### src/rtl/latch_write_sched_if.sv
// Bundles the requester handshake and the latch-bank drive signals of latch_write_sched.
// The master side belongs to the requesters and the latch bank; the slave side belongs to the scheduler.
interface latch_write_sched_if #(
  parameter int unsigned WIDTH  = 32,
  parameter int unsigned NREQ   = 4,
  parameter int unsigned NLATCH = 4,
  parameter int unsigned AW     = $clog2(NLATCH)
);
  logic [NREQ-1:0]       req;
  logic [NREQ*AW-1:0]    req_addr;
  logic [NREQ*WIDTH-1:0] req_data;
  logic [NREQ-1:0]       ack;
  logic                  err;
  logic [NLATCH-1:0]     lat_en;
  logic [WIDTH-1:0]      lat_d;
  logic                  busy;

  modport master (
    output req, req_addr, req_data,
    input  ack, err, lat_en, lat_d, busy
  );

  modport slave (
    input  req, req_addr, req_data,
    output ack, err, lat_en, lat_d, busy
  );
endinterface

### src/rtl/latch_write_sched.sv
// Round-robin write sequencer for a bank of level-sensitive latches sharing one D bus.
// Each write runs SETUP -> OPEN -> HOLD so that D is stable around the whole EN pulse.
module latch_write_sched #(
  parameter int unsigned WIDTH    = 32,
  parameter int unsigned NREQ     = 4,
  parameter int unsigned NLATCH   = 4,
  parameter int unsigned OPEN_CYC = 2
) (
  input logic                clk,
  input logic                reset,
  latch_write_sched_if.slave bus
);
  localparam int unsigned AW = $clog2(NLATCH);
  localparam int unsigned PW = $clog2(NREQ);
  localparam int unsigned CW = (OPEN_CYC > 1) ? $clog2(OPEN_CYC) : 1;

  typedef enum logic [1:0] {StIdle, StSetup, StOpen, StHold} state_e;

  state_e            state_q, state_d;
  logic [PW-1:0]     ptr_q, ptr_d;
  logic [PW-1:0]     gnt_q, gnt_d;
  logic [AW-1:0]     addr_q, addr_d;
  logic [WIDTH-1:0]  data_q, data_d;
  logic [CW-1:0]     cnt_q, cnt_d;
  logic [NLATCH-1:0] lat_en_q, lat_en_d;
  logic [WIDTH-1:0]  lat_d_q, lat_d_d;
  logic [NREQ-1:0]   ack_q, ack_d;
  logic              err_q, err_d;

  logic              found;
  logic [PW-1:0]     pick;
  logic [PW-1:0]     idx;

  // Out-of-range addresses decode to no enable at all.
  function automatic logic [NLATCH-1:0] en_decode(input logic [AW-1:0] a);
    logic [NLATCH-1:0] en;
    en = '0;
    for (int unsigned i = 0; i < NLATCH; i++) begin
      en[i] = (32'(a) == i);
    end
    return en;
  endfunction

  // Search starts just after the last grant, wrapping modulo NREQ.
  always_comb begin
    found = 1'b0;
    pick  = '0;
    idx   = '0;
    for (int unsigned k = 1; k <= NREQ; k++) begin
      idx = PW'((32'(ptr_q) + k) % NREQ);
      if (!found && bus.req[idx]) begin
        found = 1'b1;
        pick  = idx;
      end
    end
  end

  always_comb begin
    state_d  = state_q;
    ptr_d    = ptr_q;
    gnt_d    = gnt_q;
    addr_d   = addr_q;
    data_d   = data_q;
    cnt_d    = cnt_q;
    lat_en_d = '0;
    lat_d_d  = lat_d_q;
    ack_d    = '0;
    err_d    = 1'b0;
    case (state_q)
      StIdle: begin
        if (found) begin
          state_d = StSetup;
          ptr_d   = pick;
          gnt_d   = pick;
          addr_d  = bus.req_addr[pick*AW +: AW];
          data_d  = bus.req_data[pick*WIDTH +: WIDTH];
          // D is driven from the grant edge so it settles a full cycle before EN.
          lat_d_d = bus.req_data[pick*WIDTH +: WIDTH];
        end
      end
      StSetup: begin
        state_d  = StOpen;
        cnt_d    = CW'(OPEN_CYC - 1);
        lat_en_d = en_decode(addr_q);
        lat_d_d  = data_q;
      end
      StOpen: begin
        lat_d_d = data_q;
        if (cnt_q == '0) begin
          state_d       = StHold;
          ack_d[gnt_q]  = 1'b1;
          err_d         = (32'(addr_q) >= NLATCH);
        end else begin
          cnt_d    = cnt_q - CW'(1);
          lat_en_d = en_decode(addr_q);
        end
      end
      StHold: begin
        state_d = StIdle;
      end
      default: begin
        state_d = StIdle;
      end
    endcase
  end

  // Asynchronous reset drops every enable at once so no latch stays transparent.
  always_ff @(posedge clk or negedge reset) begin
    if (!reset) begin
      state_q  <= StIdle;
      ptr_q    <= PW'(NREQ - 1);
      gnt_q    <= '0;
      addr_q   <= '0;
      data_q   <= '0;
      cnt_q    <= '0;
      lat_en_q <= '0;
      lat_d_q  <= '0;
      ack_q    <= '0;
      err_q    <= 1'b0;
    end else begin
      state_q  <= state_d;
      ptr_q    <= ptr_d;
      gnt_q    <= gnt_d;
      addr_q   <= addr_d;
      data_q   <= data_d;
      cnt_q    <= cnt_d;
      lat_en_q <= lat_en_d;
      lat_d_q  <= lat_d_d;
      ack_q    <= ack_d;
      err_q    <= err_d;
    end
  end

  assign bus.lat_en = lat_en_q;
  assign bus.lat_d  = lat_d_q;
  assign bus.ack    = ack_q;
  assign bus.err    = err_q;
  assign bus.busy   = (state_q != StIdle);

endmodule
### src/flat_wrapper.sv
// flat-port wrapper written by rule: the top's interface ports become plain ports
module latch_write_sched_flat 
#(
  parameter int unsigned WIDTH    = 32,
  parameter int unsigned NREQ     = 4,
  parameter int unsigned NLATCH   = 4,
  parameter int unsigned OPEN_CYC = 2
)
  (clk, reset, bus_req, bus_req_addr, bus_req_data, bus_ack, bus_err, bus_lat_en, bus_lat_d, bus_busy);
  latch_write_sched_if #(.WIDTH(WIDTH), .NREQ(NREQ), .NLATCH(NLATCH)) bus_i ();
  input logic clk;
  input logic reset;
  input wire logic [$bits(bus_i.req)-1:0] bus_req;
  input wire logic [$bits(bus_i.req_addr)-1:0] bus_req_addr;
  input wire logic [$bits(bus_i.req_data)-1:0] bus_req_data;
  output wire logic [$bits(bus_i.ack)-1:0] bus_ack;
  output wire logic [$bits(bus_i.err)-1:0] bus_err;
  output wire logic [$bits(bus_i.lat_en)-1:0] bus_lat_en;
  output wire logic [$bits(bus_i.lat_d)-1:0] bus_lat_d;
  output wire logic [$bits(bus_i.busy)-1:0] bus_busy;
  assign bus_i.req = bus_req;
  assign bus_i.req_addr = bus_req_addr;
  assign bus_i.req_data = bus_req_data;
  assign bus_ack = bus_i.ack;
  assign bus_err = bus_i.err;
  assign bus_lat_en = bus_i.lat_en;
  assign bus_lat_d = bus_i.lat_d;
  assign bus_busy = bus_i.busy;
  latch_write_sched #(.WIDTH(WIDTH), .NREQ(NREQ), .NLATCH(NLATCH), .OPEN_CYC(OPEN_CYC)) u_core (.clk(clk), .reset(reset), .bus(bus_i));
endmodule
### config.mk
export PLATFORM = sky130hd
export DESIGN_NAME = latch_write_sched_flat
export DESIGN_NICKNAME = d
export VERILOG_FILES = /design/src/rtl/latch_write_sched_if.sv /design/src/rtl/latch_write_sched.sv /design/src/flat_wrapper.sv
export SDC_FILE = /design/constraint.sdc
export NUM_CORES = 1
export LEC_CHECK = 0
export BUFFER_PORTS_ARGS = -buffer_cell sky130_fd_sc_hd__buf_2
export CORE_MARGIN = 2
export CORE_UTILIZATION = 50
export CTS_CLUSTER_SIZE = 28
export DETAILED_ROUTE_END_ITERATION = 8
export PLACE_DENSITY = 0.84
export SLEW_MARGIN = 5
export SYNTH_ARGS = -nofsm -noshare
export SYNTH_HDL_FRONTEND = slang
export SYNTH_SLANG_ARGS = --single-unit
export TNS_END_PERCENT = 20
### constraint.sdc
create_clock -name clk -period 6.7 [get_ports clk]
set_clock_uncertainty 0.2 [all_clocks]
set_input_delay 1.005 -clock clk [delete_from_list [all_inputs] [get_ports clk]]
set_output_delay 1.005 -clock clk [all_outputs]
set_load 0.005 [all_outputs]
==> impl_metrics.py, run 1 <==
metrics = {
    "timing": {
        "setup_violations": 0,
        "fmax_mhz": 318,
        "rsz0062_at_grt": "false",
        "fin_tns_setup_ps": 0,
        "period_needed_ps": 3140,
        "hold_violations": 0,
        "slew_headroom_pct": 25.9,
        "fin_ws_ps": 3560,
        "drv_slew": 0,
        "finalCritPeriodShare_pct": 46.9,
        "max_slew.worst_pin.slew_ps": 1110,
    },
    "die": {
        "fp.dieW_um": 97.0,
        "die_y_um": 97.0,
        "start_util_pct": 52.1,
        "core_region_area_um2": 8300,
        "pin_count": 184,
        "die-area_um2": 9400,
        "placementRows": 33,
    },
    "run_status": {
        "status": "completed",
    },
    "clock_network": {
        "cts_buffers": 9,
        "clk_latency_ps": 340,
        "path_clk_slew_ps": 80,
        "cts.sinks": 81,
        "htree_levels": 3,
        "cts_buffer_depth": 2,
        "ctsResizeCount": 0,
        "postCtsSetupBuffers": 0,
        "cts_root_buf": "clkbuf_8",
        "cts_tree": "yes",
        "ctsHoldBuffers": 0,
    },
    "power_and_ir_drop": {
        "power_density_nw_per_um2": 509,
        "vdd_drop_max_mv": 0.219,
        "seq_power_share_pct": 31.7,
        "pwr-share-clk_pct": 16.3,
        "pwr-share-comb_pct": 52.0,
        "p_leak_nw": 2.67,
        "switching_share_pct": 37.2,
        "p_switching_mw": 1.05,
        "p_int_mw": 1.76,
    },
    "cells_and_area": {
        "nets": 646,
        "layout-drive-gt1-share_pct": 53.4,
        "diodes": 0,
        "areaGrowthSynthToFinish_pct": 27.8,
    },
    "yosys": {
        "synthCells": 327,
        "synth_cell_types": 38,
        "synth_edf_count": 0,
        "synth.top_cells.by_count": "dfrtp_1, nor2_1, mux2i_1, a21oi_1, mux2_2",
        "synthArstFlopShare_pct": 100,
        "syn_area_um2": 4320,
        "synth_nets": 473,
        "yosysTopAreaCellShare_pct": 45.7,
        "yosysWarnings": 0,
        "yosys-top-cells-area": "dfrtp_1, mux4_2, mux2_2, mux2i_1, a21oi_1",
        "synth_area_leader_cell": "dfrtp_1",
        "synthFlopType": "dfrtp_1",
        "yosysMostFrequentCell": "dfrtp_1",
        "synth_sequential_area_ratio_pct": 47.0,
        "syn_area_per_cell_um2": 13.2,
        "ys_ff_latch": 81,
    },
    "flow_run": {
        "max-cap-violations": 0,
    },
    "hold_path": {
        "min_from": "u_core.gnt_q[0]",
        "worst_hold_path.endpoint": "u_core.bus.ack[0]",
        "min_path_type": "reg -> reg",
        "hold-path-cell-count": 1,
    },
    "placed_design": {
        "place_ws_ps": 3320,
        "hpwlAfterDp_um": 7360,
        "numPortBuffers": 182,
        "gp_congestion": 0.779,
    },
    "routing": {
        "route.detailed.drc": 0,
        "via_per_inst": 5.53,
        "drt_iter0_drc": 119,
        "ant_nets": 0,
        "finalWirelength_um": 10200,
        "drt_first_pass_iters": 4,
        "vias": 3366,
        "post_drt_wl_per_cell_um": 16.8,
    },
    "global_route": {
        "gr-total-overflow": 0,
        "grt_max_degree": 82,
        "grt.total_usage_pct": 22.5,
        "antenna_found_initial": 0,
        "grt_pass1_wl_um": 16900,
        "grt_pass1_vias": 3481,
    },
    "critical_path": {
        "arrival_ps": 3210,
        "crit_path_start_kind": "register",
        "r2r_end": "u_core.bus.lat_d[4]",
        "worstPathMaxFanout": 46,
        "r2r-start": "u_core.state_q[0]",
        "worstSetupPathType": "reg -> reg",
        "cp_data_required_time_ps": 6770,
        "worst_r2r_path_depth": 7,
        "critPathCaptureType": "register",
        "r2r_slack_ps": 3560,
    },
}
flip-flops by register name (all words and copies together), names as in the netlist:
signal / cells
u_core.ptr_q: 2
u_core.bus.ack: 4
u_core.addr_q: 2
u_core.state_q: 2
u_core.data_q: 32
u_core.cnt_q: 1
u_core.bus.lat_en: 4
u_core.gnt_q: 2
u_core.bus.lat_d: 32
area by class of cell:
cell class | instances | area, um2
Timing Repair Buffer | 185 | 936
Tap cell | 105 | 131
Multi-Input combinational cell | 216 | 2140
Inverter | 7 | 26.3
Clock buffer | 10 | 128
Clock inverter | 5 | 129
Sequential cell | 81 | 2030
Fill cell | 628 | 2780
placed cells by master, fill, tap and decap left out, drive strengths merged, types with 2 or more instances in the layout:
| cell | instances |
|---|---|
| mux2i | 36 |
| a21oi | 37 |
| a21boi | 2 |
| nor4b | 2 |
| dfstp | 2 |
| buf | 185 |
| nor2 | 38 |
| bufinv | 4 |
| mux4 | 32 |
| nand2 | 5 |
| a31oi | 2 |
| dfrtp | 79 |
| nor3 | 2 |
| nand2b | 4 |
| nor2b | 2 |
| mux2 | 34 |
| inv | 7 |
| a21o | 2 |
| ha | 4 |
| and4 | 2 |
| a221o | 2 |
| clkbuf | 10 |
how the worst max path moves through the flow:
| stage | endpoint | start | cells past startpoint |
|---|---|---|---|
| floorplan | u_core.data_q[31] | bus_req[0] | 6 |
| global placement | u_core.data_q[1] | bus_req[0] | 7 |
| detailed placement | u_core.data_q[30] | bus_req[0] | 7 |
| CTS | u_core.bus.lat_d[7] | u_core.state_q[0] | 7 |
| global route | u_core.bus.lat_d[7] | u_core.state_q[0] | 7 |
| finish | u_core.bus.lat_d[4] | u_core.state_q[0] | 7 |
power by group through the flow:
stage	combinational [mW]	clock [mW]	sequential, mW
floorplan	1.12	0	0.872
detailed placement	1.47	0	0.897
global placement	1.42	0	0.882
CTS	1.48	0.463	0.891
finish	1.46	0.457	0.891
global route	1.61	0.484	0.922
cells by family (layout without fill, tap and decap cells):
| kind of cell | Yosys count | in the layout | share of synthesized area [%] |
|---|---|---|---|
| AO/OA/AOI/OAI | 49 | 49 | 7.12 |
| multiplexers | 102 | 102 | 34.3 |
| flip-flops | 81 | 81 | 47.0 |
| AND/OR/NAND/NOR | 60 | 60 | 6.37 |
| adder cells (fa/ha/maj) | 4 | 4 | 1.16 |
| other | 1 | 1 | 0.0868 |
| buffers and inverters | 30 | 207 | 4.00 |
stage by stage:
step                utilization, %  hold slack, ps  total power, mW  cells  cell area [um2]
floorplan                        -             227             1.99    327             4320
finish                        66.5             284             2.81    609             5520
global route                  66.5             305             3.01    609             5520
global placement              63.5             251             2.30    594             5270
detailed placement            63.5             277             2.37    594             5270
CTS                           66.5             289             2.83    609             5520
worst max-delay path, stage by stage, from the launching register on:
cell and delay [ps]:
dfrtp_1 380, inv_1 90, ha_2 1050, nor2_1 170, nor2_4 420, buf_4 480, nor2_1 90, a21oi_1 150
metal layers:
layer,wire length [um],track usage [%]
met1,4050,26.8
met2,5320,41.0
met3,673,4.99
met4,155,5.96
met5,0,0
(Power assumes the default switching activity.)
==> run 2, diff against run 1 <==
--- a/config.mk
+++ b/config.mk
@@ -7,10 +7,10 @@
 export LEC_CHECK = 0
 export BUFFER_PORTS_ARGS = -buffer_cell sky130_fd_sc_hd__buf_2
 export CORE_MARGIN = 2
-export CORE_UTILIZATION = 50
+export CORE_UTILIZATION = 48
 export CTS_CLUSTER_SIZE = 28
 export DETAILED_ROUTE_END_ITERATION = 8
-export PLACE_DENSITY = 0.84
+export PLACE_DENSITY = 0.81
 export SLEW_MARGIN = 5
 export SYNTH_ARGS = -nofsm -noshare
 export SYNTH_HDL_FRONTEND = slang
==> constraint.sdc (replaced) <==
create_clock -name clk -period 3.3 [get_ports clk]
set_clock_uncertainty 0.2 [all_clocks]
set_input_delay 0.495 -clock clk [delete_from_list [all_inputs] [get_ports clk]]
set_output_delay 0.495 -clock clk [all_outputs]
set_load 0.005 [all_outputs]
==> run 2 against run 1 <==
Compared with the run above:
- first-iteration DRC count up 2.5%
- clock power up 72%
- utilization down 2.9 points
- flip-flop and latch count unchanged
- power is 100% higher
- maximum frequency is 23% higher
- critical endpoint is now u_core.data_q[29]
- largest power group unchanged
- setup slack worse by 2800 ps
- non-clock buffer count is 3 higher
- final cell count rose by 1.3%
- highest routed layer unchanged
- combinational power is 110% higher
- sequential share of layout area fell by 0.17 points
- largest cell class unchanged
==> impl_metrics.py, run 2 (same netlist as run 1, synthesis figures left out) <==
metrics = {
    "run_status": {
        "status": "completed",
    },
    "cells_and_area": {
        "final_cell_mix": "buf_2, dfrtp_1, nor2_1",
        "nets": 649,
        "layout-drive-gt1-share_pct": 53.3,
        "areaGrowthSynthToFinish_pct": 28.4,
        "final_common_cell": "buf_2",
    },
    "critical_path": {
        "cp_data_required_time_ps": 3310,
        "r2r_slack_ps": 750,
        "worst_r2r_path_depth": 5,
        "worstSetupPathType": "reg -> reg",
        "worstSetupEndpoint": "u_core.data_q[29]",
        "startpoint": "u_core.ptr_q[1]",
        "critPathCaptureType": "register",
        "r2r-start": "u_core.ptr_q[1]",
        "arrival_ps": 2560,
        "worstPathMaxFanout": 32,
        "r2r_end": "u_core.data_q[29]",
        "crit_path_start_kind": "register",
    },
    "timing": {
        "fmax_mhz": 392,
        "hold_violations": 0,
        "drv_slew": 0,
        "period_needed_ps": 2550,
        "rsz0062_at_grt": "false",
        "fin_tns_setup_ps": 0,
        "slew_headroom_pct": 33.4,
        "finalCritPeriodShare_pct": 77.3,
        "fin_ws_ps": 749,
        "max_slew.worst_pin.slew_ps": 998,
        "setup_violations": 0,
    },
    "clock_network": {
        "cts_buffers": 9,
        "clk_latency_ps": 340,
        "path_clk_slew_ps": 80,
        "postCtsSetupBuffers": 0,
        "cts_tree": "yes",
        "ctsHoldBuffers": 0,
        "cts_buffer_depth": 2,
        "cts_root_buf": "clkbuf_8",
        "htree_levels": 3,
        "ctsResizeCount": 0,
        "cts.sinks": 81,
    },
    "die": {
        "start_util_pct": 49.6,
        "core_region_area_um2": 8720,
        "die-area_um2": 9780,
        "die_y_um": 98.9,
        "fp.dieW_um": 98.9,
        "pin_count": 184,
        "placementRows": 34,
    },
    "placed_design": {
        "place_ws_ps": 667,
        "hpwlAfterDp_um": 7760,
        "numPortBuffers": 182,
        "gp_congestion": 0.733,
    },
    "power_and_ir_drop": {
        "seq_power_share_pct": 32.0,
        "p_int_mw": 3.51,
        "vdd_drop_max_mv": 0.421,
        "pwr-share-clk_pct": 13.9,
        "p_leak_nw": 2.68,
        "switching_share_pct": 37.9,
        "power_density_nw_per_um2": 1020,
        "pwr-share-comb_pct": 54.2,
        "p_switching_mw": 2.14,
    },
    "routing": {
        "post_drt_wl_per_cell_um": 17.1,
        "finalWirelength_um": 10500,
        "drt_iter0_drc": 122,
        "route.detailed.drc": 0,
        "drt_first_pass_iters": 4,
        "ant_nets": 0,
        "via_per_inst": 5.49,
        "vias": 3387,
    },
    "global_route": {
        "grt.total_usage_pct": 22.1,
        "grt_pass1_wl_um": 17000,
        "antenna_found_initial": 1,
        "grt_pass1_vias": 3620,
        "gr-total-overflow": 0,
        "grt_max_degree": 82,
    },
    "flow_run": {
        "max-cap-violations": 0,
    },
    "hold_path": {
        "min_path_type": "in -> async",
    },
}
[run 2: cell count changes in the layout (fill, tap and decap cells not counted)]
cell	delta
clkinvlp_4	+1
diode_2	+1
buf_12	+3
bufinv_16	-2
clkbuf_8	+1
clkinv_4	-1
clkbuf_1	+2
[run 2: area by class of cell]
class / count / area (um2)
Clock inverter: 3 / 67.6
Inverter: 7 / 26.3
Timing Repair Buffer: 188 / 996
Multi-Input combinational cell: 216 / 2140
Sequential cell: 81 / 2030
Tap cell: 108 / 135
Fill cell: 695 / 3170
Antenna cell: 1 / 2.50
Clock buffer: 13 / 149
[run 2: critical path, stage by stage, from the launching register on]
cell,delay (ps)
dfstp_2,640
a31oi_2,140
a21oi_4,240
buf_12,290
mux4_1,620
mux2_2,290
[run 2: worst min-delay path by stage]
stage	cells past startpoint	slack (ps)	end	from
global route	1	190	u_core.bus.lat_d[6]	reset
floorplan	0	-0.6	u_core.addr_q[0]	reset
CTS	1	150	u_core.bus.lat_d[6]	reset
finish	1	110	u_core.bus.lat_d[6]	reset
detailed placement	1	260	u_core.bus.ack[0]	u_core.gnt_q[0]
global placement	1	240	u_core.bus.ack[0]	u_core.gnt_q[0]
[run 2: power groups by stage]
stage | clock [mW] | sequential [mW] | combinational, mW
6_report | 0.784 | 1.81 | 3.06
5_1_grt | 0.845 | 1.87 | 3.38
4_1_cts | 0.805 | 1.80 | 3.09
3_5_place_dp | 0 | 1.82 | 3.08
3_3_place_gp | 0 | 1.79 | 2.95
2_1_floorplan | 0 | 1.77 | 2.27
[run 2: layer usage]
layer,GRT usage [%],routed length [um]
met5,0,0
met4,7.59,217
met3,5.67,733
met2,40.2,5610
met1,25.3,3960
[run 2: through the flow]
| step | total power [mW] | hold WS [ps] | instances | cell area, um2 | util [%] |
|---|---|---|---|---|---|
| after detailed placement | 4.90 | 256 | 600 | 5330 | 61.1 |
| after global routing | 6.09 | 186 | 617 | 5550 | 63.6 |
| after global placement | 4.74 | 243 | 600 | 5330 | 61.1 |
| after floorplan | 4.04 | -0.591 | 327 | 4320 | - |
| final | 5.66 | 106 | 617 | 5550 | 63.6 |
| after CTS | 5.70 | 151 | 616 | 5550 | 63.6 |
